`config.mk`:
```
export PLATFORM = sky130hd
export DESIGN_NAME = acia_loader
export DESIGN_NICKNAME = d
export VERILOG_FILES = /design/src/rtl/acia_loader.sv
export SDC_FILE = /design/constraint.sdc
export NUM_CORES = 1
export LEC_CHECK = 0
export BUFFER_PORTS_ARGS = -buffer_cell sky130_fd_sc_hd__buf_2
export CORE_MARGIN = 2
export CORE_UTILIZATION = 52
export CTS_CLUSTER_DIAMETER = 30
export DETAILED_ROUTE_END_ITERATION = 6
export PLACE_DENSITY = 0.82
export SYNTH_ARGS = -nofsm -noshare
export SYNTH_HDL_FRONTEND = slang
export SYNTH_SLANG_ARGS = --single-unit
```
`constraint.sdc`:
```
create_clock -name clk -period 2.3 [get_ports clk]
set_clock_uncertainty 0.15 [all_clocks]
set_input_delay 0.69 -clock clk [delete_from_list [all_inputs] [get_ports clk]]
set_output_delay 0.69 -clock clk [all_outputs]
set_load 0.01 [all_outputs]
```
`src/rtl/acia_loader.sv`:
```
// acia_loader: serial boot loader acting as bus master on the ACIA register port.
// Initialises the ACIA, receives a framed image (A5, addr, len, data, csum),
// writes it to program memory, answers ACK/NAK and releases the CPU reset.
//
// state  | meaning
// INIT0  | write ctrl 0x03 (ACIA master reset); skip to DONE if boot_en=0
// INIT1  | write ctrl 0x00 (interrupts off)
// POLL   | read status register
// STAT   | status visible: wait for rx full, remember the error bit
// RD     | read data register (clears rx full)
// CAP    | data byte visible: advance the frame parser
// TXPOLL | read status register before transmitting
// TXSTAT | status visible: wait for tx empty
// TXWR   | write ACK or NAK to the data register
// DONE   | bus idle, CPU released
module acia_loader #(
  parameter int          AW        = 16,
  parameter logic [7:0]  SYNC_BYTE = 8'hA5,
  parameter logic [7:0]  ACK_BYTE  = 8'h06,
  parameter logic [7:0]  NAK_BYTE  = 8'h15
) (
  input  logic          clk,
  input  logic          rst,
  input  logic          boot_en,
  output logic          acia_cs,
  output logic          acia_we,
  output logic          acia_rs,
  output logic [7:0]    acia_din,
  input  logic [7:0]    acia_dout,
  output logic          mem_we,
  output logic [AW-1:0] mem_addr,
  output logic [7:0]    mem_wdata,
  output logic          done,
  output logic          nak,
  output logic          cpu_rst
);

  typedef enum logic [3:0] {
    S_INIT0, S_INIT1, S_POLL, S_STAT, S_RD, S_CAP,
    S_TXPOLL, S_TXSTAT, S_TXWR, S_DONE
  } state_t;

  typedef enum logic [2:0] {
    P_SYNC, P_ADDR_LO, P_ADDR_HI, P_LEN_LO, P_LEN_HI, P_DATA, P_CSUM
  } phase_t;

  state_t      state, state_nx;
  phase_t      phase;
  logic        st_err;
  logic        ack_q;
  logic [7:0]  addr_lo;
  logic [15:0] len_q;
  logic [7:0]  csum;
  logic [7:0]  din_q;
  logic        cs_c, we_c, rs_c;
  logic [7:0]  din_c;

  // Main state register.
  always_ff @(posedge clk) begin
    if (rst) state <= S_INIT0;
    else     state <= state_nx;
  end

  // Next state and Moore decode of the ACIA bus strobes.
  always_comb begin
    state_nx = state;
    cs_c     = 1'b0;
    we_c     = 1'b0;
    rs_c     = 1'b0;
    din_c    = din_q;
    case (state)
      S_INIT0: begin
        cs_c = 1'b1; we_c = 1'b1; din_c = 8'h03;
        state_nx = boot_en ? S_INIT1 : S_DONE;
      end
      S_INIT1: begin
        cs_c = 1'b1; we_c = 1'b1; din_c = 8'h00;
        state_nx = S_POLL;
      end
      S_POLL: begin
        cs_c = 1'b1;
        state_nx = S_STAT;
      end
      S_STAT:   state_nx = acia_dout[0] ? S_RD : S_POLL;
      S_RD: begin
        cs_c = 1'b1; rs_c = 1'b1;
        state_nx = S_CAP;
      end
      S_CAP:    state_nx = (!st_err && phase == P_CSUM) ? S_TXPOLL : S_POLL;
      S_TXPOLL: begin
        cs_c = 1'b1;
        state_nx = S_TXSTAT;
      end
      S_TXSTAT: state_nx = acia_dout[1] ? S_TXWR : S_TXPOLL;
      S_TXWR: begin
        cs_c = 1'b1; we_c = 1'b1; rs_c = 1'b1;
        din_c = ack_q ? ACK_BYTE : NAK_BYTE;
        state_nx = ack_q ? S_DONE : S_POLL;
      end
      S_DONE:   state_nx = S_DONE;
      default:  state_nx = S_INIT0;
    endcase
  end

  // Bus is held idle while in reset; din keeps the last written value otherwise.
  assign acia_cs  = cs_c & ~rst;
  assign acia_we  = we_c & ~rst;
  assign acia_rs  = rs_c & ~rst;
  assign acia_din = rst ? 8'h00 : din_c;
  assign cpu_rst  = ~done;

  // Frame parser, memory write port, checksum and completion flags.
  always_ff @(posedge clk) begin
    if (rst) begin
      phase     <= P_SYNC;
      st_err    <= 1'b0;
      ack_q     <= 1'b0;
      addr_lo   <= 8'h00;
      len_q     <= 16'h0000;
      csum      <= 8'h00;
      din_q     <= 8'h00;
      mem_we    <= 1'b0;
      mem_addr  <= '0;
      mem_wdata <= 8'h00;
      done      <= 1'b0;
      nak       <= 1'b0;
    end else begin
      din_q  <= din_c;
      mem_we <= 1'b0;
      nak    <= 1'b0;
      if (mem_we) mem_addr <= mem_addr + AW'(1);
      if (state == S_STAT) st_err <= acia_dout[4];
      if (state == S_INIT0 && !boot_en) done <= 1'b1;
      if (state == S_CAP) begin
        if (st_err) begin
          phase <= P_SYNC;
        end else begin
          case (phase)
            P_SYNC: begin
              if (acia_dout == SYNC_BYTE) begin
                phase <= P_ADDR_LO;
                csum  <= 8'h00;
              end
            end
            P_ADDR_LO: begin
              addr_lo <= acia_dout;
              phase   <= P_ADDR_HI;
            end
            P_ADDR_HI: begin
              mem_addr <= AW'({acia_dout, addr_lo});
              phase    <= P_LEN_LO;
            end
            P_LEN_LO: begin
              len_q[7:0] <= acia_dout;
              phase      <= P_LEN_HI;
            end
            P_LEN_HI: begin
              len_q[15:8] <= acia_dout;
              phase       <= ({acia_dout, len_q[7:0]} == 16'h0000) ? P_CSUM : P_DATA;
            end
            P_DATA: begin
              mem_we    <= 1'b1;
              mem_wdata <= acia_dout;
              csum      <= csum + acia_dout;
              len_q     <= len_q - 16'd1;
              if (len_q == 16'd1) phase <= P_CSUM;
            end
            P_CSUM:  ack_q <= (acia_dout == csum);
            default: phase <= P_SYNC;
          endcase
        end
      end
      if (state == S_TXWR) begin
        if (ack_q) begin
          done <= 1'b1;
        end else begin
          nak   <= 1'b1;
          phase <= P_SYNC;
        end
      end
    end
  end

endmodule

```
; Word level (Yosys, flattened, before mapping)
; Cells that the tools add are included.
[totals]
regBits = 76
word_cells = 98
output_inout_bits = 39
in_bits = 11
[classes]
n_bitwise = 8
n_eq_ne = 19
n_reduce_logical = 21
n_mux = 33
addsub = 3
[ops]
columns = op, n
row1 = 16-bit 2-to-1 mux, 4
row2 = 8-bit one-hot mux with 2 select lines, 3
row3 = 4-bit one-hot mux with 10 select lines, 1
row4 = 3-bit 2-to-1 mux, 8
row5 = 8-bit one-hot mux with 3 select lines, 1
row6 = 3-bit one-hot mux with 7 select lines, 1
row7 = 16-bit by 1-bit adder with 16-bit output (second input constant), 1
row8 = 16-bit by 1-bit == test with 1-bit output (second input constant), 1
row9 = 4-bit by 3-bit == test with 1-bit output (second input constant), 4
row10 = 16-bit zero test, 1
row11 = 8-bit 2-to-1 mux, 2
row12 = 16-bit by 1-bit subtractor with 16-bit output (second input constant), 1
row13 = 3-bit AND reduction, 5
row14 = 4-bit 2-to-1 mux, 3
row15 = 3-bit == test (second input constant), 3
row16 = 8-bit adder, 1
row17 = 4-bit by 2-bit == test with 1-bit output (second input constant), 2
row18 = 4-bit == test (second input constant), 2
row19 = 8-bit == test, 1
row20 = 8-bit == test (second input constant), 1
row21 = 1-bit 2-to-1 mux, 8
row22 = 3-bit by 2-bit == test with 1-bit output (second input constant), 2
row23 = 2-bit nonzero test, 3
row24 = 3-bit OR reduction, 2
row25 = 14 further kinds, 23

; Depth between registers and ports, before layout
[depth]
depth_word = 7
ltp_mapped = 8
depth_no_buf = 7

; Least setup slack after synthesis
; Ideal clock, no wire load.
[synth_timing]
kind = reg-to-output
from = reg state[2]
to = out acia_din[2]
required_time_ns = 1.460
path_stages_with_launch = 7
path_buffers = 2
path_slack_ns = -0.083
arrival_ns = 1.543
path_cell_list = dfxtp_1 -> clkbuf_1 -> or2_2 -> clkbuf_1 -> nor2_1 -> nor2_1 -> nor3_1
[synth_between]
elab_chain_cells = 3
word_cells_on_any_way = 5
classes_between = eq/ne: 2 / mux: 2 / reduce/logical: 1
[synth_lines]
columns = item, line
row1 = start: declaration, 47  ; state_t state, state_nx;
row2 = start signal: assignment, 61  ; else state <= state_nx;
row3 = "4-bit == test, or another cell as far along", 71  ; case (state)
row4 = 8-bit one-hot mux with 3 select lines *, 71
row5 = 8-bit 2-to-1 mux *, -
row6 = end: declaration, 28  ; output logic [7:0] acia_din,
; Every way passes the cells marked *; elsewhere a longest branch is shown, timed or not.

; Final worst setup path
[layout_timing]
from = reg state[1]
to = out acia_din[5]
; Same word-level chain as after synthesis.

==> out/metrics.yaml <==
run_status:
  status: "finished, violations left"
  failed_checks: "negative setup slack"
finish:
  stdcell_area_um2: 4940
  final_common_cell: "dfxtp_1"
  drive_above_1_share_pct: 23.8
  diodes: 0
  final_cell_mix: "73 x dfxtp_1, 66 x nor2_1, 48 x buf_4, 47 x nand2_1, 45 x buf_2"
  utilization_pct: 64.6
  nNetsFinal: 602
  area_growth_syn_to_layout_pct: 22.0
setup_path:
  endpoint_kind: "primary output"
  cp_top_family: "simple AND/OR/NAND/NOR gates"
  worst_setup_path_start_kind: "register"
  cp_num_buf_inv: 1
  critPathKind: "register to primary output"
  crit_fanout: 4
  cp.required_ps: 1460
  cpPeakStageDelay_ps: 320
  worst_path_max_delay_cell: "dfxtp_2"
  worstPathCellList: "or2_4, a21o_4, nor2b_4, and2_4, buf_6"
  arrival_ps: 1560
logic_synthesis:
  async_reset_ff_share_pct: 0
  synthCells: 500
  synth-simple-area-share_pct: 26.9
  syn_area_um2: 4050
  yosysSeqAreaShare_pct: 37.6
  ys_warn_count: 0
  synth-edff-count: 0
  synth_nets: 523
  yosys.area_share.adder_pct: 3.89
  synth_flop_cell: "dfxtp_1"
  ys_types: 61
  synth-xor-area-share_pct: 4.54
  synth_top_family_by_area: "simple AND/OR/NAND/NOR gates"
  synth_compound_area_share_pct: 20.4
  synth.area.mux_share_pct: 2.22
  ys_seq_elements: 76
  postSynthAreaPerCell_um2: 8.10
timing:
  fin_ws_ps: -105
  hold_viol_final: 0
  worst_hold_slack_ps: 303
  maxSlewHeadroom_pct: 55.0
  setup_violations: 9
  setup_tns_ps: -755
  period_share_pct: 105
  timing.fmax_ghz: 0.416
  rsz0062_at_grt: "true"
  min_period_ps: 2400
  slew_viol_final: 0
  tightest_slew_ps: 670
hold_path:
  hold_class: "register to register"
floorplanning:
  initial_core_util_pct: 52.9
  fp.dieW_um: 92.2
  die_area_um2: 8510
  core_um2: 7650
  io_pins: 50
  fp-row-count: 32
  dieHeight_um: 92.2
clocking:
  cts_hold_buf: 0
  cts_inserted_buffers: 9
  cts_max_path_buffers: 2
  cts_root_buf: "clkbuf_8"
  clk_latency_ps: 360
  cts.sinks: 76
  htree_levels: 3
  cts_tree: "built"
  clk_pin_slew_ps: 70
global_route:
  grt_usage_pct: 25.9
  overflow: 0
  grt_pass1_vias: 3824
  antenna_found_initial: 0
  grt_start_max_net_pins: 28
  grt_pass1_wl_um: 17700
place:
  place_congestion: 0.913
  port_buffers: 49
  placed_cell_area_um2: 4630
  hpwl_um: 7650
flow_run:
  max_cap_violations: 0
routing:
  drt-initial-drc-count: 302
  dr.pass1.iters: 5
  routed_wl_um: 10800
  drc: 0
  vias: 4050
  antenna_left: 0
  vias_per_cell: 5.90
  routedWlPerCell_um: 15.7
pwr:
  total_power_mw: 2.81
  peakVddDrop_mv: 0.395
  total_leakage_power_nw: 1.97
  power_density_nw_per_um2: 568
[kinds of logic (layout without fill, tap and decap cells)]
logic type               Yosys count  in the layout
AO/OA/AOI/OAI                    128            128
XOR/XNOR                          21             21
adder cells (fa/ha/maj)           12             12
buffers and inverters             38            122
flip-flops                        76             76
multiplexers                       9              9
AND/OR/NAND/NOR                  216            216
[stage by stage]
step | instances | setup WS (ps)
global placement | 669 | -189
global route | 686 | -160
floorplan | 500 | 17.8
detailed placement | 669 | -246
finish | 686 | -105
CTS | 686 | -106
[Yosys cell counts, types with 11 or more instances]
cell type	count	area, um^2
nand2_1	47	176
a211oi_1	20	150
clkbuf_1	20	75.1
a22oi_1	11	82.6
nand3_1	13	65.1
a21oi_1	41	205
xnor2_1	13	114
dfxtp_1	76	1520
ha_1	11	138
nor2_1	68	255
nor3_1	21	105
o21ai_0	23	115
[worst register-to-register path: stages (launching register included)]
cell	delay, ps
dfxtp_1	370
or3_1	440
or3_1	400
or4_1	530
o21ai_1	100
a21o_1	120
[layer usage]
| layer | vias up | routed length (um) | global-route usage [%] |
|---|---|---|---|
| met4 | 0 | 333 | 11.3 |
| li1 | 1957 | - | - |
| met5 | - | 0 | 0 |
| met2 | 157 | 5110 | 42.6 |
| met3 | 37 | 616 | 5.26 |
| met1 | 1899 | 4730 | 32.8 |
[power by group]
group          leakage, nW  switching [mW]  total, mW  internal (mW)
Combinational         1.26           0.218      0.381          0.162
Clock               0.0959           0.489       1.05          0.561
Sequential           0.615          0.0290       1.37           1.35
[sequential cells by signal, indices dropped and copies added (netlist names)]
register and count:
ack_q 1, addr_lo 8, csum 8, din_q 8, done 1, len_q 16
mem_addr 16, mem_wdata 8, mem_we 1, nak 1, phase 3, st_err 1
state 4
[final timing paths]
path / from / end / slack [ps] / depth (start not counted)
worst max-delay path: state[1] / acia_din[5] / -100 / 5
worst min-delay path: mem_wdata[1] / mem_wdata[1] / 300 / 2
worst max register to register: len_q[4] / phase[1] / 140 / 5
worst min register to register: mem_wdata[1] / mem_wdata[1] / 300 / 2
[timing repair]
item                       CTS  global route
pin swaps                    6             0
setup endpoints to repair   10            11
setup buffers                1             0
gates resized for setup     16             7
[final cells by class]
cell class | count | area, um^2
tap | 102 | 128
fill | 640 | 2710
multi-input combinational | 386 | 2420
timing repair buffer | 97 | 631
clock buffer | 13 | 159
clock inverter | 3 | 45.0
inverter | 9 | 33.8
sequential | 76 | 1530
Power figures use the tool's default switching activity.
